<file path="config.mk">
export PLATFORM = sky130hd
export DESIGN_NAME = dct2d_seq_ctrl_flat
export DESIGN_NICKNAME = d
export VERILOG_FILES = /design/src/rtl/dct2d_seq_ctrl_if.sv /design/src/rtl/dct2d_seq_ctrl.sv /design/src/flat_wrapper.sv
export SDC_FILE = /design/constraint.sdc
export NUM_CORES = 1
export LEC_CHECK = 0
export CAP_MARGIN = 20
export CORE_AREA = 10 10 71 73
export DETAILED_ROUTE_END_ITERATION = 6
export DIE_AREA = 0 0 81 83
export PLACE_DENSITY = 0.62
export SLEW_MARGIN = 5
export SYNTH_ARGS = -nofsm -noshare
export SYNTH_HDL_FRONTEND = slang
export SYNTH_SLANG_ARGS = --single-unit
export TNS_END_PERCENT = 100
</file>
<file path="constraint.sdc">
create_clock -name clk -period 2.2 [get_ports clk]
set_clock_uncertainty 0.15 [all_clocks]
set_input_delay 0.33 -clock clk [delete_from_list [all_inputs] [get_ports clk]]
set_output_delay 0.33 -clock clk [all_outputs]
set_load 0.005 [all_outputs]
</file>
<file path="src/rtl/dct2d_seq_ctrl_if.sv">
// Control bus between the block-level handshake and the 2-D DCT sequencer.
// Latency: none (wires only).
// Backpressure: hold/abort travel master -> slave; status and strobes return slave -> master.
interface dct2d_seq_ctrl_if #(
  parameter int ADDR_W = 3
);
  logic              start;
  logic              hold;
  logic              abort;
  logic              ready;
  logic              busy;
  logic              pass_sel;
  logic [3:0]        cnt_clk;
  logic              rd_en;
  logic [ADDR_W-1:0] rd_addr;
  logic              wr_en;
  logic [ADDR_W-1:0] wr_addr;
  logic              done;

  // Controller side (block-level user of the transform engine)
  modport master (
    output start, hold, abort,
    input  ready, busy, pass_sel, cnt_clk, rd_en, rd_addr, wr_en, wr_addr, done
  );

  // Sequencer side
  modport slave (
    input  start, hold, abort,
    output ready, busy, pass_sel, cnt_clk, rd_en, rd_addr, wr_en, wr_addr, done
  );
endinterface

</file>
<file path="src/rtl/dct2d_seq_ctrl.sv">
// Sequencer for the shared 8-point DCT datapath: row pass then column pass, per vector FETCH/COMPUTE/STORE.
// Latency: N_VEC*2*(N_PHASE+2) busy cycles plus one FINISH cycle carrying done; all outputs registered.
// Backpressure: hold freezes every register (strobes included); abort returns to IDLE and beats hold.
module dct2d_seq_ctrl #(
  parameter int N_PHASE = 3,
  parameter int N_VEC   = 8,
  parameter int ADDR_W  = 3
) (
  input logic             clk,
  input logic             rst_n,
  dct2d_seq_ctrl_if.slave bus
);

  typedef enum logic [2:0] {
    S_IDLE    = 3'd0,
    S_FETCH   = 3'd1,
    S_COMPUTE = 3'd2,
    S_STORE   = 3'd3,
    S_FINISH  = 3'd4
  } state_t;

  localparam logic [3:0]        LP_PH_LAST  = 4'(N_PHASE);
  localparam logic [ADDR_W-1:0] LP_VEC_LAST = ADDR_W'(N_VEC - 1);

  state_t            r_state, w_nxt_state;
  logic [3:0]        r_phase, w_nxt_phase;
  logic [ADDR_W-1:0] r_vec,   w_nxt_vec;
  logic              r_pass,  w_nxt_pass;

  logic              r_ready,    w_ready;
  logic              r_busy,     w_busy;
  logic              r_pass_sel, w_pass_sel;
  logic [3:0]        r_cnt_clk,  w_cnt_clk;
  logic              r_rd_en,    w_rd_en;
  logic [ADDR_W-1:0] r_rd_addr,  w_rd_addr;
  logic              r_wr_en,    w_wr_en;
  logic [ADDR_W-1:0] r_wr_addr,  w_wr_addr;
  logic              r_done,     w_done;

  // State and counter registers; reset leaves the sequencer idle with counters at zero
  always_ff @(posedge clk or negedge rst_n) begin
    if (!rst_n) begin
      r_state <= S_IDLE;
      r_phase <= '0;
      r_vec   <= '0;
      r_pass  <= 1'b0;
    end else begin
      r_state <= w_nxt_state;
      r_phase <= w_nxt_phase;
      r_vec   <= w_nxt_vec;
      r_pass  <= w_nxt_pass;
    end
  end

  // Next state and counters: abort (outside IDLE) wins, then hold freezes, else normal sequencing
  always_comb begin
    w_nxt_state = r_state;
    w_nxt_phase = r_phase;
    w_nxt_vec   = r_vec;
    w_nxt_pass  = r_pass;
    if ((r_state != S_IDLE) && bus.abort) begin
      w_nxt_state = S_IDLE;
      w_nxt_phase = '0;
      w_nxt_vec   = '0;
      w_nxt_pass  = 1'b0;
    end else if (!bus.hold) begin
      case (r_state)
        S_IDLE: begin
          if (bus.start) begin
            w_nxt_state = S_FETCH;
            w_nxt_phase = '0;
            w_nxt_vec   = '0;
            w_nxt_pass  = 1'b0;
          end
        end
        S_FETCH: begin
          w_nxt_state = S_COMPUTE;
          w_nxt_phase = 4'd1;
        end
        S_COMPUTE: begin
          if (r_phase == LP_PH_LAST) begin
            w_nxt_state = S_STORE;
            w_nxt_phase = '0;
          end else begin
            w_nxt_phase = r_phase + 4'd1;
          end
        end
        S_STORE: begin
          if (r_vec != LP_VEC_LAST) begin
            w_nxt_vec   = r_vec + 1'b1;
            w_nxt_state = S_FETCH;
          end else if (!r_pass) begin
            // Row pass complete: restart at vector 0 with the column orientation
            w_nxt_vec   = '0;
            w_nxt_pass  = 1'b1;
            w_nxt_state = S_FETCH;
          end else begin
            w_nxt_state = S_FINISH;
          end
        end
        S_FINISH: begin
          w_nxt_state = S_IDLE;
          w_nxt_vec   = '0;
          w_nxt_pass  = 1'b0;
        end
        default: begin
          w_nxt_state = S_IDLE;
          w_nxt_phase = '0;
          w_nxt_vec   = '0;
          w_nxt_pass  = 1'b0;
        end
      endcase
    end
  end

  // Output decode from the upcoming state, so each registered output matches the state it sits in
  always_comb begin
    w_ready    = (w_nxt_state == S_IDLE);
    w_busy     = (w_nxt_state == S_FETCH) || (w_nxt_state == S_COMPUTE) ||
                 (w_nxt_state == S_STORE);
    w_pass_sel = w_nxt_pass;
    w_cnt_clk  = (w_nxt_state == S_COMPUTE) ? w_nxt_phase : 4'd0;
    w_rd_en    = (w_nxt_state == S_FETCH);
    w_rd_addr  = (w_nxt_state == S_FETCH) ? w_nxt_vec : '0;
    w_wr_en    = (w_nxt_state == S_STORE);
    w_wr_addr  = (w_nxt_state == S_STORE) ? w_nxt_vec : '0;
    w_done     = (w_nxt_state == S_FINISH);
  end

  // Output registers; reset shows ready only
  always_ff @(posedge clk or negedge rst_n) begin
    if (!rst_n) begin
      r_ready    <= 1'b1;
      r_busy     <= 1'b0;
      r_pass_sel <= 1'b0;
      r_cnt_clk  <= 4'd0;
      r_rd_en    <= 1'b0;
      r_rd_addr  <= '0;
      r_wr_en    <= 1'b0;
      r_wr_addr  <= '0;
      r_done     <= 1'b0;
    end else begin
      r_ready    <= w_ready;
      r_busy     <= w_busy;
      r_pass_sel <= w_pass_sel;
      r_cnt_clk  <= w_cnt_clk;
      r_rd_en    <= w_rd_en;
      r_rd_addr  <= w_rd_addr;
      r_wr_en    <= w_wr_en;
      r_wr_addr  <= w_wr_addr;
      r_done     <= w_done;
    end
  end

  assign bus.ready    = r_ready;
  assign bus.busy     = r_busy;
  assign bus.pass_sel = r_pass_sel;
  assign bus.cnt_clk  = r_cnt_clk;
  assign bus.rd_en    = r_rd_en;
  assign bus.rd_addr  = r_rd_addr;
  assign bus.wr_en    = r_wr_en;
  assign bus.wr_addr  = r_wr_addr;
  assign bus.done     = r_done;

endmodule
</file>
<file path="src/flat_wrapper.sv">
// flat-port wrapper written by rule: the top's interface ports become plain ports
module dct2d_seq_ctrl_flat 
#(
  parameter int N_PHASE = 3,
  parameter int N_VEC   = 8,
  parameter int ADDR_W  = 3
)
  (clk, rst_n, bus_start, bus_hold, bus_abort, bus_ready, bus_busy, bus_pass_sel, bus_cnt_clk, bus_rd_en, bus_rd_addr, bus_wr_en, bus_wr_addr, bus_done);
  dct2d_seq_ctrl_if #(.ADDR_W(ADDR_W)) bus_i ();
  input logic clk;
  input logic rst_n;
  input wire logic [$bits(bus_i.start)-1:0] bus_start;
  input wire logic [$bits(bus_i.hold)-1:0] bus_hold;
  input wire logic [$bits(bus_i.abort)-1:0] bus_abort;
  output wire logic [$bits(bus_i.ready)-1:0] bus_ready;
  output wire logic [$bits(bus_i.busy)-1:0] bus_busy;
  output wire logic [$bits(bus_i.pass_sel)-1:0] bus_pass_sel;
  output wire logic [$bits(bus_i.cnt_clk)-1:0] bus_cnt_clk;
  output wire logic [$bits(bus_i.rd_en)-1:0] bus_rd_en;
  output wire logic [$bits(bus_i.rd_addr)-1:0] bus_rd_addr;
  output wire logic [$bits(bus_i.wr_en)-1:0] bus_wr_en;
  output wire logic [$bits(bus_i.wr_addr)-1:0] bus_wr_addr;
  output wire logic [$bits(bus_i.done)-1:0] bus_done;
  assign bus_i.start = bus_start;
  assign bus_i.hold = bus_hold;
  assign bus_i.abort = bus_abort;
  assign bus_ready = bus_i.ready;
  assign bus_busy = bus_i.busy;
  assign bus_pass_sel = bus_i.pass_sel;
  assign bus_cnt_clk = bus_i.cnt_clk;
  assign bus_rd_en = bus_i.rd_en;
  assign bus_rd_addr = bus_i.rd_addr;
  assign bus_wr_en = bus_i.wr_en;
  assign bus_wr_addr = bus_i.wr_addr;
  assign bus_done = bus_i.done;
  dct2d_seq_ctrl #(.N_PHASE(N_PHASE), .N_VEC(N_VEC), .ADDR_W(ADDR_W)) u_core (.clk(clk), .rst_n(rst_n), .bus(bus_i));
endmodule
</file>
==> results of run 1 <==
## layout make-up
class,count,area share
multi-input combinational,86,0.375
tap,48,0.0344
timing repair buffer,29,0.153
sequential,26,0.374
inverter,10,0.0229
clock inverter,1,0.0172
clock buffer,3,0.0236
## flip-flops by register name (all words and copies together), names as in the netlist
register            cells
u_core.bus.rd_addr      3
u_core.r_pass           1
u_core.bus.wr_addr      3
u_core.bus.cnt_clk      4
u_core.r_phase          4
u_core.bus.done         1
u_core.bus.ready        1
u_core.bus.busy         1
u_core.bus.rd_en        1
u_core.bus.wr_en        1
u_core.r_vec            3
u_core.r_state          3
## power by group through the flow
stage	Combinational (W)	Sequential, W	Clock [W]
after CTS	0.000197	0.000534	0.000407
after global placement	0.000193	0.000542	0
after detailed placement	0.000196	0.000542	0
final	0.000194	0.000535	0.000394
after global routing	0.000219	0.000539	0.000424
after floorplan	0.000130	0.000529	0
## cell families (layout without fill, tap and decap cells)
group,Yosys count,in the layout,synth area share
adder cells (fa/ha/maj),4,4,0.0359
buffers and inverters,18,43,0.0647
XOR/XNOR,1,1,0.00629
AO/OA/AOI/OAI,34,34,0.207
multiplexers,1,1,0.00809
AND/OR/NAND/NOR,46,46,0.210
flip-flops,26,26,0.468
## routing by layer
layer  track usage  vias to the layer above
met5             0                        -
met4        0.0125                        0
met3        0.0409                        2
met2         0.164                       33
met1         0.128                      533
li1              -                      524
## final timing paths
check | from | to | slack (ns)
worst min register to register | u_core.r_pass | u_core.r_pass | 0.41
worst max register to register | u_core.r_state[1] | u_core.bus.rd_addr[2] | 0.18
max in group asynchronous | rst_n | u_core.bus.ready | 1.33
worst max-delay path | u_core.r_state[1] | u_core.bus.rd_addr[2] | 0.18
min in group clk | u_core.r_pass | u_core.r_pass | 0.41
worst min-delay path | rst_n | u_core.bus.cnt_clk[0] | 0.27
## through the flow
stage	total power (W)	hold WS [ns]	std cells	utilization
2_1_floorplan	0.000659	-0.116	130	-
6_report	0.00112	0.268	203	0.481
4_1_cts	0.00114	0.290	203	0.479
3_3_place_gp	0.000735	0.370	199	0.460
3_5_place_dp	0.000738	0.381	199	0.460
5_1_grt	0.00118	0.302	203	0.481
## layout by cell type, fill, tap and decap left out, types with 3 or more instances in the layout
| cell type | synthesis | routed |
|---|---|---|
| buf_4 | 2 | 9 |
| nor2_1 | 8 | 8 |
| clkdlybuf4s50_1 | 0 | 20 |
| nand3_1 | 4 | 4 |
| ha_1 | 4 | 4 |
| clkbuf_8 | 0 | 3 |
| inv_1 | 8 | 8 |
| nor3_1 | 6 | 6 |
| nand2b_1 | 3 | 3 |
| o21ai_0 | 5 | 5 |
| dfrtp_1 | 25 | 24 |
| a21oi_1 | 8 | 8 |
| nand2_1 | 5 | 5 |
==> out/results.ini, run 1 <==
[detailed_routing]
wire_per_inst_um = 16.0
postRouteAntennaNets = 0
drt_iter0_drc = 73
finalWirelength_um = 3250
wl_met1_um = 1440
firstDrtPassIters = 4
vias = 1092
wl_met2_um = 1560
dr.max_layer_used = met4
drc_errors = 0
wl_met3_um = 237
vias_per_cell = 5.38

[die]
start_util = 0.383
dieArea_um2 = 6720
rows = 22
core-area_um2 = 3630
die_w_um = 81
io_pins = 21
die_height_um = 83

[placement]
port_buffers = 20
gp_congestion = 0.814
placed_area_um2 = 1670
pre_cts_ws_ns = -0.00681
dp_hpwl_um = 2450

[sta]
max_slew_margin = 0.668
max_freq_ghz = 0.494
setup_violations = 0
rsz0062_at_grt = no
timing.setup.tns_ns = 0
final_max_slew_viol_count = 0
worstMarginPinSlew_ns = 0.498
hold_viol_final = 0
fin_crit_sh = 0.919
fin_ws_ns = 0.178
min_period_ns = 2.02

[cells_and_area]
nets = 165
antenna_cells = 0
ff_latch_area_um2 = 653
design_area_um2 = 1750
multi_input_area_um2 = 656
synthToLayoutAreaGrowth_pct = 25.5
nFillCells = 349
drive_gt1_frac = 0.187

[status]
status = finished clean

[clock_tree]
numCtsBuffers = 3
cts.repair.resized = 0
clk_pin_slew_ns = 0.09
cts_tree = yes
cts_num_sinks = 26
clock_latency_ns = 0.27
cts_max_path_buffers = 2
cts_root_buf = clkbuf_8
cts_hold_buf = 0
cts_post_setup_buffers_inserted = 0
htreeDepth = 1

[power]
ir_drop_mv = 0.401
p_clk_frac = 0.351
power_density_nw_per_um2 = 642
switching_share = 0.255
power.switching_w = 0.000287
leakage_nw = 0.745
power_frac_seq = 0.476
cellInternalPower_w = 0.000836
combPwrFrac = 0.173

[logic_synthesis]
synth_top_cell_by_area = dfrtp_1
syn_area_per_cell_um2 = 10.7
synth-main-ff-cell = dfrtp_1
synth.most_common_cell = dfrtp_1
postSynthCellCount = 130
ys_ff_latch = 26
syn_nets = 139
synth_area_um2 = 1390
async_flop_share = 1.00
ys_types = 52
synth_edf_count = 0
synth_common_cells = dfrtp_1, a21oi_1, inv_1, nor2_1, nor3_1
ys_warn_count = 0
synth_top_area_share = 0.449
synthTopCellsByArea = dfrtp_1, ha_1, a21oi_1, nor3_1, inv_1
yosysSeqAreaShare = 0.468

[worst_setup_path]
start_kind = register
worstPathRequired_ns = 2.22
critPathArrivalTime_ns = 2.04
crit_cells = 5
crit_chain = and3b_1 -> a32oi_1 -> a21o_1 -> buf_4 -> nor4_1
critical_path.max_fanout = 15
setup.worst_path.class = reg2reg
max_stage_delay_ns = 0.66
cpMaxStageDelayCell = dfrtp_1
endpoint_kind = register
path_delay_family = flip-flops
crit_buf_inv = 1
rr_worst_depth = 5

[grt]
globalRouteTotalUtil = 0.102
grt_pass1_wl_um = 5660
antenna_found_initial = 0
grt_pass1_vias = 1167
grt_max_degree = 27
grt_remaining_overflow = 0

[min_path]
hp-class = in2async

[run]
cap_violations = 0

No activity file was read; power rests on OpenSTA's default activity.
==> run 2: changes to the inputs <==
- PLACE_DENSITY: 0.62 -> unset
==> run 2 against run 1 <==
  * Combinational power up 4%
  * Final cell count up 2.0%
  * Setup slack worse by 0.039 ns
  * Utilization up 0.79 points
  * Clock power up 2%
  * Clock-buffer cell count unchanged
  * Sequential share of layout area down 0.68 points
  * Design area up 1.6%
  * Critical path type unchanged
==> out/results.ini, run 2 (synthesis results as in run 1) <==
[grt]
globalRouteTotalUtil = 0.104  ; was 0.102
grt_pass1_vias = 1164  ; was 1167
antenna_found_initial = 0  ; unchanged
grt_max_degree = 27  ; unchanged
grt_pass1_wl_um = 5690  ; was 5660 µm
grt_remaining_overflow = 0  ; unchanged

[cells_and_area]
drive_gt1_frac = 0.201  ; was 0.187
synthToLayoutAreaGrowth_pct = 27.6  ; was 25.5%
mostFrequentLayoutCell = dfrtp_1  ; unchanged
most-common-layout-cells = dfrtp_1, clkdlybuf4s50_1, buf_4  ; unchanged
design_area_um2 = 1780  ; was 1750 µm²
nFillCells = 347  ; was 349
fin_cells = 207  ; was 203
antenna_cells = 0  ; unchanged
nets = 169  ; was 165

[min_path]
hp-class = in2async  ; unchanged

[sta]
holdWs_ns = 0.258  ; was 0.268 ns
max_slew_margin = 0.689  ; was 0.668
final_max_slew_viol_count = 0  ; unchanged
timing.setup.tns_ns = 0  ; unchanged
min_period_ns = 2.06  ; was 2.02 ns
max_freq_ghz = 0.485  ; was 0.494 GHz
hold_viol_final = 0  ; unchanged
worstMarginPinSlew_ns = 0.467  ; was 0.498 ns
setup_violations = 0  ; unchanged
fin_crit_sh = 0.937  ; was 0.919
rsz0062_at_grt = no  ; unchanged

[die]
rows = 22  ; unchanged
dieArea_um2 = 6720  ; unchanged
start_util = 0.383  ; unchanged
io_pins = 21  ; unchanged
core-area_um2 = 3630  ; unchanged
die_w_um = 81  ; unchanged
die_height_um = 83  ; unchanged

[clock_tree]
clk_pin_slew_ns = 0.09  ; about the same
htreeDepth = 1  ; unchanged
cts_tree = yes  ; unchanged
cts_root_buf = clkbuf_8  ; unchanged
cts_num_sinks = 26  ; unchanged
cts.repair.resized = 0  ; unchanged
cts_hold_buf = 0  ; unchanged
cts_max_path_buffers = 2  ; unchanged
numCtsBuffers = 3  ; unchanged
cts_post_setup_buffers_inserted = 0  ; unchanged
clock_latency_ns = 0.27  ; about the same

[worst_setup_path]
start_kind = register  ; unchanged
critical_path.max_fanout = 14  ; was 15
critPathArrivalTime_ns = 2.10  ; was 2.04 ns
setup.worst_path.class = reg2reg  ; unchanged
worstPathRequired_ns = 2.24  ; was 2.22 ns
endpoint_kind = register  ; unchanged

[power]
leakage_nw = 0.766  ; was 0.745 nW
p_clk_frac = 0.354  ; was 0.351
cellInternalPower_w = 0.000841  ; was 0.000836 W
switching_share = 0.257  ; was 0.255
ir_drop_mv = 0.453  ; was 0.401 mV
power_density_nw_per_um2 = 637  ; was 642 nW/µm²
total_power_w = 0.00113  ; was 0.00112 W
combPwrFrac = 0.178  ; was 0.173
power.switching_w = 0.000291  ; was 0.000287 W
power_frac_seq = 0.467  ; was 0.476

[detailed_routing]
vias_per_cell = 5.21  ; was 5.38
drt_iter0_drc = 83  ; was 73
postRouteAntennaNets = 0  ; unchanged
firstDrtPassIters = 4  ; unchanged
wire_per_inst_um = 15.6  ; was 16.0 µm
drc_errors = 0  ; unchanged
finalWirelength_um = 3220  ; was 3250 µm
vias = 1079  ; was 1092

[placement]
placed_area_um2 = 1700  ; was 1670 µm²
placed_cells = 203  ; was 199
port_buffers = 20  ; unchanged
gp_congestion = 0.895  ; was 0.814
dp_hpwl_um = 2470  ; was 2450 µm

[run]
cap_violations = 0  ; unchanged

[status]
status = finished clean  ; unchanged

run 2: critical path, cell delays in order, from the launching register on:
cell and delay, ns:
dfrtp_1 0.53, buf_4 0.22, o31ai_4 0.34, nand2_1 0.14
o22ai_1 0.34, nor4b_4 0.25
run 2: layer usage:
layer	GRT usage	part of all wire	vias up
li1	-	-	528
met1	0.128	0.47	516
met2	0.161	0.45	31
met3	0.0313	0.066	4
met4	0.0469	0.016	0
met5	0	0	-
run 2: per-stage QoR:
step | util | setup slack (ns)
2_1_floorplan | - | 0.411
3_3_place_gp | 0.468 | -0.00378
3_5_place_dp | 0.468 | -0.00171
4_1_cts | 0.488 | 0.139
5_1_grt | 0.489 | 0.0517
6_report | 0.489 | 0.139
run 2: worst paths after layout:
path | from | to | slack [ns] | cells after the start
setup / recovery | u_core.r_state[0] | u_core.bus.rd_addr[1] | 0.14 | 5
hold / removal | rst_n | u_core.r_pass | 0.26 | 2
setup reg to reg | u_core.r_state[0] | u_core.bus.rd_addr[1] | 0.14 | 5
hold reg to reg | u_core.r_pass | u_core.r_pass | 0.42 | 1
max in group asynchronous | rst_n | u_core.bus.ready | 1.34 | 2
min in group clk | u_core.r_pass | u_core.r_pass | 0.42 | 1
run 2: final cells by class:
type | count | area [µm²] | share of cell area
clock buffers | 3 | 41.3 | 0.0232
clock inverters | 1 | 30.0 | 0.0169
inverters | 10 | 40.0 | 0.0225
multi-input cells | 86 | 656 | 0.369
flip-flops and latches | 26 | 652 | 0.367
well taps | 48 | 60.1 | 0.0338
repair buffers | 33 | 298 | 0.168
run 2: power by group through the flow:
stage	logic, W	registers [W]	clock network (W)
finish	0.000202	0.000529	0.000401
global route	0.000224	0.000534	0.000431
CTS	0.000204	0.000529	0.000412
detailed placement	0.000203	0.000539	0
global placement	0.000202	0.000539	0
floorplan	0.000130	0.000529	0
